$ cat config.mk
export PLATFORM = sky130hd
export DESIGN_NAME = regwrite_arbiter
export DESIGN_NICKNAME = d
export VERILOG_FILES = /design/src/rtl/regwrite_arbiter.sv
export SDC_FILE = /design/constraint.sdc
export NUM_CORES = 1
export LEC_CHECK = 0
export BUFFER_PORTS_ARGS = -buffer_cell sky130_fd_sc_hd__buf_2
export CORE_UTILIZATION = 44
export DETAILED_ROUTE_END_ITERATION = 7
export GPL_TIMING_DRIVEN = 1
export PLACE_DENSITY = 0.89
export SETUP_SLACK_MARGIN = 0.1
export SYNTH_ARGS = -nofsm -noshare
export SYNTH_HDL_FRONTEND = slang
export SYNTH_SLANG_ARGS = --single-unit
$ cat constraint.sdc
create_clock -name clk -period 1.73 [get_ports clk]
set_input_delay 0.346 -clock clk [delete_from_list [all_inputs] [get_ports clk]]
set_output_delay 0.346 -clock clk [all_outputs]
set_load 0.05 [all_outputs]
$ cat src/rtl/regwrite_arbiter.sv
// Register-file write-port arbiter for ALU and load writebacks, with a pending-write scoreboard.
// Define REGWR_AGE_EN to let a starved ALU request override memory priority.
module regwrite_arbiter (
  input  logic        clk,
  input  logic        reset_n,
  input  logic        alu_valid,
  input  logic [4:0]  alu_addr,
  input  logic [63:0] alu_data,
  output logic        alu_ready,
  input  logic        mem_valid,
  input  logic [4:0]  mem_addr,
  input  logic [63:0] mem_data,
  output logic        mem_ready,
  input  logic        issue_valid,
  input  logic [4:0]  issue_addr,
  input  logic [4:0]  chk_addr1,
  input  logic [4:0]  chk_addr2,
  output logic        chk_busy1,
  output logic        chk_busy2,
  output logic        rf_wr_en,
  output logic [4:0]  rf_wr_addr,
  output logic [63:0] rf_wr_data
);

  localparam logic [4:0] XZR = 5'd31;

  logic        override;
  logic        alu_fire;
  logic        mem_fire;
  logic        xfer;
  logic [4:0]  xfer_addr;
  logic [63:0] xfer_data;
  logic [31:0] scoreboard;
  logic [31:0] scoreboard_next;

`ifdef REGWR_AGE_EN
  logic [1:0] age;

  always_ff @(posedge clk or negedge reset_n) begin
    if (!reset_n) begin
      age <= 2'd0;
    end else if (!alu_valid || alu_fire) begin
      age <= 2'd0;
    end else if (age != 2'd3) begin
      age <= age + 2'd1;
    end
  end

  assign override = alu_valid && (age == 2'd3);
`else
  assign override = 1'b0;
`endif

  // Ready is gated by reset so nothing can be accepted while reset is held.
  always_comb begin
    mem_ready = 1'b0;
    alu_ready = 1'b0;
    if (reset_n) begin
      mem_ready = !override;
      alu_ready = !mem_valid || override;
    end
  end

  always_comb begin
    mem_fire  = mem_valid && mem_ready;
    alu_fire  = alu_valid && alu_ready;
    xfer      = mem_fire || alu_fire;
    xfer_addr = alu_addr;
    xfer_data = alu_data;
    if (mem_fire) begin
      xfer_addr = mem_addr;
      xfer_data = mem_data;
    end
  end

  always_ff @(posedge clk or negedge reset_n) begin
    if (!reset_n) begin
      rf_wr_en   <= 1'b0;
      rf_wr_addr <= 5'd0;
      rf_wr_data <= 64'd0;
    end else begin
      rf_wr_en <= xfer && (xfer_addr != XZR);
      if (xfer) begin
        rf_wr_addr <= xfer_addr;
        rf_wr_data <= xfer_data;
      end
    end
  end

  // Clear is applied before set so a same-edge issue keeps the register pending.
  always_comb begin
    scoreboard_next = scoreboard;
    if (xfer) begin
      scoreboard_next[xfer_addr] = 1'b0;
    end
    if (issue_valid && (issue_addr != XZR)) begin
      scoreboard_next[issue_addr] = 1'b1;
    end
    scoreboard_next[31] = 1'b0;
  end

  always_ff @(posedge clk or negedge reset_n) begin
    if (!reset_n) begin
      scoreboard <= 32'd0;
    end else begin
      scoreboard <= scoreboard_next;
    end
  end

  always_comb begin
    chk_busy1 = scoreboard[chk_addr1] && !(xfer && (xfer_addr == chk_addr1));
    chk_busy2 = scoreboard[chk_addr2] && !(xfer && (xfer_addr == chk_addr2));
  end

endmodule

==> run summary, run 1 <==
Critical Setup Path Class = register to output pin
kind of end point of the critical path = output pin
register area = 2530 sq um
setup violators final = 2
final period utilization = 1.40
synth cell count leaders = o21ai_0, dfrtp_1, mux2i_1, nand2_1, clkbuf_1
Reg clk slew, reported paths = 0.07 ns
adder-cell share of the synthesized area = 0
H-tree Lvls = 3
Yosys reg bits = 101
Final Routed Wirelength = 16700 um
top cells by area, synth = dfrtp_1, mux2i_1, o21ai_0, nand2_1, mux4_2
critical path's slowest cell = mux4_2
fin crit period = 2.42 ns
Core Footprint = 12000 sq um
final-stage net count = 983
Max Cap Viol = 0
via count = 5461
TritonCTS Sinks = 101
internal power = 4830 uW
setup tns final = -1.34 ns
Clock Path Buffers = 2
count of cell types in the netlist = 43
post-synthesis sequential area ratio = 0.465
Flop pwr share = 0.399
Worst Setup Start Kind = register
die width = 113 um
vias in the first global route = 5436
Layout area overhead = 40.3%
Post-Syn Nets = 708
Diodes inserted = 0
Main synth FF type = dfrtp_1
RSZ-0062 raised after global routing = yes
initial antenna violation count = 0
Post-Synth XOR/XNOR Area = 0.0129
HP Class = input pin to async pin
Fillers = 964
post-detail-place hpwl = 12700 um
multiplexer area fraction after synthesis = 0.204
Cells after Synth = 550
Final Slew Violations = 0
clock latency on the worst-skew pair = 0.34 ns
Critical Path RT = 1.38 ns
initial detailed-routing violation count = 400
Max FO, Critical Path = 3
worst path cell trace = mux4_2 -> mux2i_1 -> nor2_1 -> a311oi_1 -> buf_4 -> a311oi_4 -> buf_6
skew final = 0 ns
IO buf count = 231
Post-Synth Simple-Gate Area = 0.120
Routed WL per cell = 17.1 um
Worst Tran Pin Value = 0.718 ns
main combinational cell family by area after synthesis = multiplexers
# DRC = 0
syn_area_per_cell = 9.88 sq um
Final Util = 0.635
Leak Pwr = 0.00395 uW
P per Cell Area = 1020 nW/um^2
maximum vdd drop = 0.633 mV
Placed Cells = 959
Arr. time, crit path = 2.07 ns
flop2flop setup slack = 0.79 ns
cts bufs inserted = 9
footprint of the multi-input gates = 2850 sq um
YS warnings = 0
Overflow after GRT = 0
global-route wire length before repair = 26400 um
post-synth top area cell = dfrtp_1
number of synthesized flops with an enable pin = 0
Die Area = 12800 sq um
Yosys top cell area share = 0.465
Cell Area, Synth = 5440 sq um
Antenna Violating Nets Remaining = 0
switching power = 2930 uW
Non-Filler Instances = 976
top-level I/O count = 232
FFs w/ async S/R, synth = 1.00
Final Hold Viols = 0
largest net degree at the start of global routing = 65
combinational share of power = 0.351
initial core utilization = 0.453
clk root buf = clkbuf_16
final setup margin = -0.685 ns
vias per cell = 5.60
status = finished, violations left
CP peak stage delay = 0.49 ns
Clock Power Share = 0.251
CTS tree = yes
final hold slack = 0.196 ns
Net Sw Frac = 0.378
Final Power = 7760 uW
Final GP Congestion = 0.931
row count = 40
share of layout cells above drive strength 1 = 0.421
FMAX = 0.414 GHz
most common cell in the netlist = o21ai_0
Initial DRT Pass Iterations = 5
Die Y-Extent = 113 um
post-synthesis compound-gate area fraction = 0.160
slew margin rel. = 0.521
violated checks = setup timing
gr usage total = 0.263
[power groups by stage]
stage                     logic [uW]  registers, uW  clock network (uW)
after floorplan                  908           3780                   0
after global placement          2510           3080                   0
after detailed placement        2600           3110                   0
after CTS                       2650           3070                1980
after global routing            2890           3120                2100
final                           2720           3090                1950
[cell usage in the layout (no fill, tap or decap), drive strengths merged, types with 7 or more instances in the layout]
cell type and instances:
nand2 87, nor2 8, o21ai 135, nand3 8
nand3b 7, dfrtp 101, buf 300, nand2b 7
clkbuf 13, nor2b 10, mux4 7, mux2i 89
[flip-flops by register name, summed over array words and instances (netlist names)]
signal      count
rf_wr_en        1
rf_wr_addr      5
scoreboard     31
rf_wr_data     64
[logic make-up after synthesis]
kind of cell,after synthesis
AO/OA/AOI/OAI,161
AND/OR/NAND/NOR,141
buffers and inverters,39
flip-flops,101
XOR/XNOR,8
multiplexers,100
[metrics by stage]
step	setup WS, ns	area, sq um
2_1_floorplan	-0.526	5500
3_3_place_gp	-0.606	7220
3_5_place_dp	-0.634	7220
5_1_grt	-0.781	7630
6_report	-0.685	7630
4_1_cts	-0.675	7550
[critical path: cells and delay by family, from the launching register on]
family,cells,cell delay (ns)
multiplexers,2,0.66
flip-flops,1,0.42
buffers and inverters,2,0.34
AO/OA/AOI/OAI,2,0.24
AND/OR/NAND/NOR,1,0.06
[timing repair]
item,in CTS,in global routing
resized for setup,15,24
setup endpoints to repair,23,24
hold buffers,0,0
setup buffers,0,2
pin swaps,1,1
[layout make-up]
cell class / count / share of cell area
tap: 147 / 0.0241
sequential: 101 / 0.331
multi-input combinational: 410 / 0.373
timing repair buffer: 301 / 0.233
clock inverter: 3 / 0.00377
inverter: 2 / 0.000984
clock buffer: 12 / 0.0336
[routing by layer]
layer  vias to the layer above  GRT usage  part of all wire
met5                         -          0                 0
met4                         0      0.111             0.028
met3                        55     0.0632             0.074
met2                       279      0.462              0.50
met1                      2603      0.307              0.40
li1                       2524          -                 -
[final timing paths]
path	start	end	depth (start not counted)
setup reg to reg	scoreboard[9]	scoreboard[9]	3
setup / recovery	scoreboard[3]	chk_busy2	7
hold / removal	reset_n	rf_wr_addr[1]	4
hold reg to reg	rf_wr_data[6]	rf_wr_data[6]	2
min in group clk	issue_addr[2]	scoreboard[19]	2
max in group asynchronous	reset_n	rf_wr_data[25]	5
Note: power is estimated with default switching activity, not from simulation.
==> inputs of run 2 (changes only) <==
- REMOVE_ABC_BUFFERS: default -> 1
==> run 2 against run 1 <==
The flow still finishes with violations (setup timing). Combinational power shrank 4%. Wire length shrank 0.77%. Via count shrank 2.5%. Sequential cell count is the same. Clock skew is the same. Global-route usage shrank 0.63 points. Core utilization shrank 0.62 points. Clock power is essentially flat. Sequential power is essentially flat. Setup slack gained 0.011 ns. Sequential share of layout area grew 0.33 points. Critical endpoint is now chk_busy1. Highest routed layer unchanged.
==> run summary, run 2 (synthesis results as in run 1) <==
initial core utilization = 0.453 (unchanged)
Worst Reg-to-Reg Cells = 3 (unchanged)
final-stage net count = 975 (-0.81%)
vias in the first global route = 5165 (-5.0%)
FMAX = 0.416 GHz (+0.45%)
Worst Tran Pin Value = 0.925 ns (+0.207 ns)
# DRC = 0 (unchanged)
Placed Cells = 950 (-0.94%)
CP peak stage delay = 0.50 ns (about the same)
CP Buf/Inv Count = 1 (-1)
gr usage total = 0.257 (-0.00633)
Core Footprint = 12000 sq um (unchanged)
combinational share of power = 0.341 (-0.010)
post-detail-place hpwl = 12600 um (-0.92%)
most common cell after layout, fill and taps aside = buf_2
FF-to-FF Start = scoreboard[23]
IO buf count = 231 (unchanged)
Die Area = 12800 sq um (unchanged)
Routed WL per cell = 17.1 um (about the same)
RSZ-0062 raised after global routing = yes
share of layout cells above drive strength 1 = 0.408 (-0.0134)
Final Hold Viols = 0 (unchanged)
global-route wire length before repair = 25200 um (-4.3%)
Biggest register = rf_wr_data
Antenna Violating Nets Remaining = 0 (unchanged)
Die Y-Extent = 113 um (unchanged)
Layout area overhead = 38.9%
Overflow after GRT = 0 (unchanged)
via count = 5326 (-2.5%)
status = finished, violations left
final hold slack = 0.147 ns (-0.0488 ns)
slew margin rel. = 0.384 (-0.138)
Leak Pwr = 0.00391 uW (-1.1%)
Clock Path Buffers = 2 (unchanged)
FF-to-FF End = scoreboard[23]
Diodes inserted = 0 (unchanged)
internal power = 4730 uW (-2.0%)
kind of end point of the critical path = output pin
Critical Path RT = 1.38 ns (about the same)
Area after DPL = 7090 sq um (-1.7%)
clock latency on the worst-skew pair = 0.34 ns (about the same)
Post-Layout Inst Area = 7550 sq um (-0.98%)
TritonCTS Sinks = 101 (unchanged)
Flop pwr share = 0.403 (+0.004)
maximum vdd drop = 0.653 mV (+3.2%)
most frequent cells in the layout = buf_2, o21ai_0, dfrtp_1
row count = 40 (unchanged)
die width = 113 um (unchanged)
violated checks = setup timing
worst path cell trace = mux2i_1 -> mux4_2 -> nand2_2 -> o41ai_2 -> a311oi_2 -> buf_6
Post-CTS Setup Bufs = 0 (unchanged)
Non-Filler Instances = 969 (-0.72%)
Max Cap Viol = 0 (unchanged)
Initial DRT Pass Iterations = 5 (unchanged)
Final GP Congestion = 0.889 (-4.5%)
P per Cell Area = 1010 nW/um^2 (-0.42%)
Worst Setup Start Kind = register
initial detailed-routing violation count = 361 (-9.8%)
Reg clk slew, reported paths = 0.07 ns (about the same)
vias per cell = 5.50 (-1.8%)
flop2flop setup slack = 0.85 ns (+0.06 ns)
cts bufs inserted = 9 (unchanged)
Final Slew Violations = 0 (unchanged)
Clock Power Share = 0.255 (+0.004)
HP Class = input pin to async pin
Arr. time, crit path = 2.06 ns (about the same)
clk root buf = clkbuf_16
largest net degree at the start of global routing = 76 (+17%)
Final Power = 7650 uW (-1.4%)
Net Sw Frac = 0.381 (+0.00354)
Largest regs = rf_wr_data (64), scoreboard (31), rf_wr_addr (5)
fin crit period = 2.40 ns (-0.0109 ns)
max reg flops = 64 (unchanged)
H-tree Lvls = 3 (unchanged)
Fillers = 989 (+2.6%)
setup violators final = 2 (unchanged)
setup tns final = -1.28 ns (+0.0587 ns)
CP delay by family, top = multiplexers
switching power = 2920 uW (-0.48%)
critical path's slowest cell = mux4_2
skew final = 0 ns (unchanged)
final period utilization = 1.39 (-0.00631)
Max FO, Critical Path = 3 (unchanged)
CTS tree = yes
Critical Setup Path Class = register to output pin
final setup margin = -0.674 ns (+0.0109 ns)
top-level I/O count = 232 (unchanged)
initial antenna violation count = 0 (unchanged)
Final Routed Wirelength = 16600 um (-0.77%)
[run 2: changes by cell type in the layout (fill, tap and decap cells not counted), sizes merged]
cell / delta
buf: -10
dlygate4sd3: +1
clkinv: +1
clkbuf: -1
inv: +1
clkinvlp: +1
[run 2: timing repair]
item / 4_1_cts / 5_1_grt
cloned: 0 / 2
hold buffers: 1 / 0
setup endpoints to repair: 20 / 18
hold endpoints to repair: 1 / 0
pin swaps: 3 / 2
resized for setup: 16 / 12
[run 2: worst max-delay path by stage]
stage | startpoint | end | slack (ns) | cells after the start
6_report | scoreboard[7] | chk_busy1 | -0.67 | 6
3_3_place_gp | chk_addr2[0] | chk_busy2 | -0.56 | 7
3_5_place_dp | chk_addr2[0] | chk_busy2 | -0.63 | 7
5_1_grt | scoreboard[3] | chk_busy1 | -0.74 | 6
4_1_cts | scoreboard[3] | chk_busy1 | -0.66 | 6
2_1_floorplan | mem_valid | scoreboard[19] | -3.30 | 4
[run 2: power by group through the flow]
stage | clock (uW) | sequential (uW) | combinational (uW)
2_1_floorplan | 0 | 3780 | 836
3_3_place_gp | 0 | 3080 | 2440
3_5_place_dp | 0 | 3100 | 2520
4_1_cts | 1990 | 3060 | 2570
5_1_grt | 2090 | 3120 | 2780
6_report | 1950 | 3090 | 2610
[run 2: final cells by class]
cell class                      instances  area [sq um]  share of cell area
Clock inverter                          6          53.8             0.00713
Sequential cell                       101          2530               0.335
Inverter                                2          7.51            0.000994
Clock buffer                           10           239              0.0316
Tap cell                              147           184              0.0244
Multi-Input combinational cell        410          2790               0.369
Timing Repair Buffer                  293          1750               0.232
[run 2: worst min-delay path, cell delays in order]
cell    delay [ns]
buf_4         0.10
buf_6         0.19
buf_12        0.17
[run 2: per-layer routing]
| layer | wire length (um) | up-vias | part of all wire | track usage |
|---|---|---|---|---|
| li1 | - | 2514 | - | - |
| met3 | 1150 | 42 | 0.069 | 0.0562 |
| met1 | 6410 | 2493 | 0.39 | 0.298 |
| met4 | 541 | 0 | 0.033 | 0.128 |
| met5 | 0 | - | 0 | 0 |
| met2 | 8470 | 277 | 0.51 | 0.447 |
[run 2: per-stage QoR]
step,setup slack (ns),utilization
6_report,-0.674,0.629
5_1_grt,-0.744,0.629
4_1_cts,-0.661,0.622
3_5_place_dp,-0.626,0.590
3_3_place_gp,-0.560,0.590
2_1_floorplan,-3.30,-
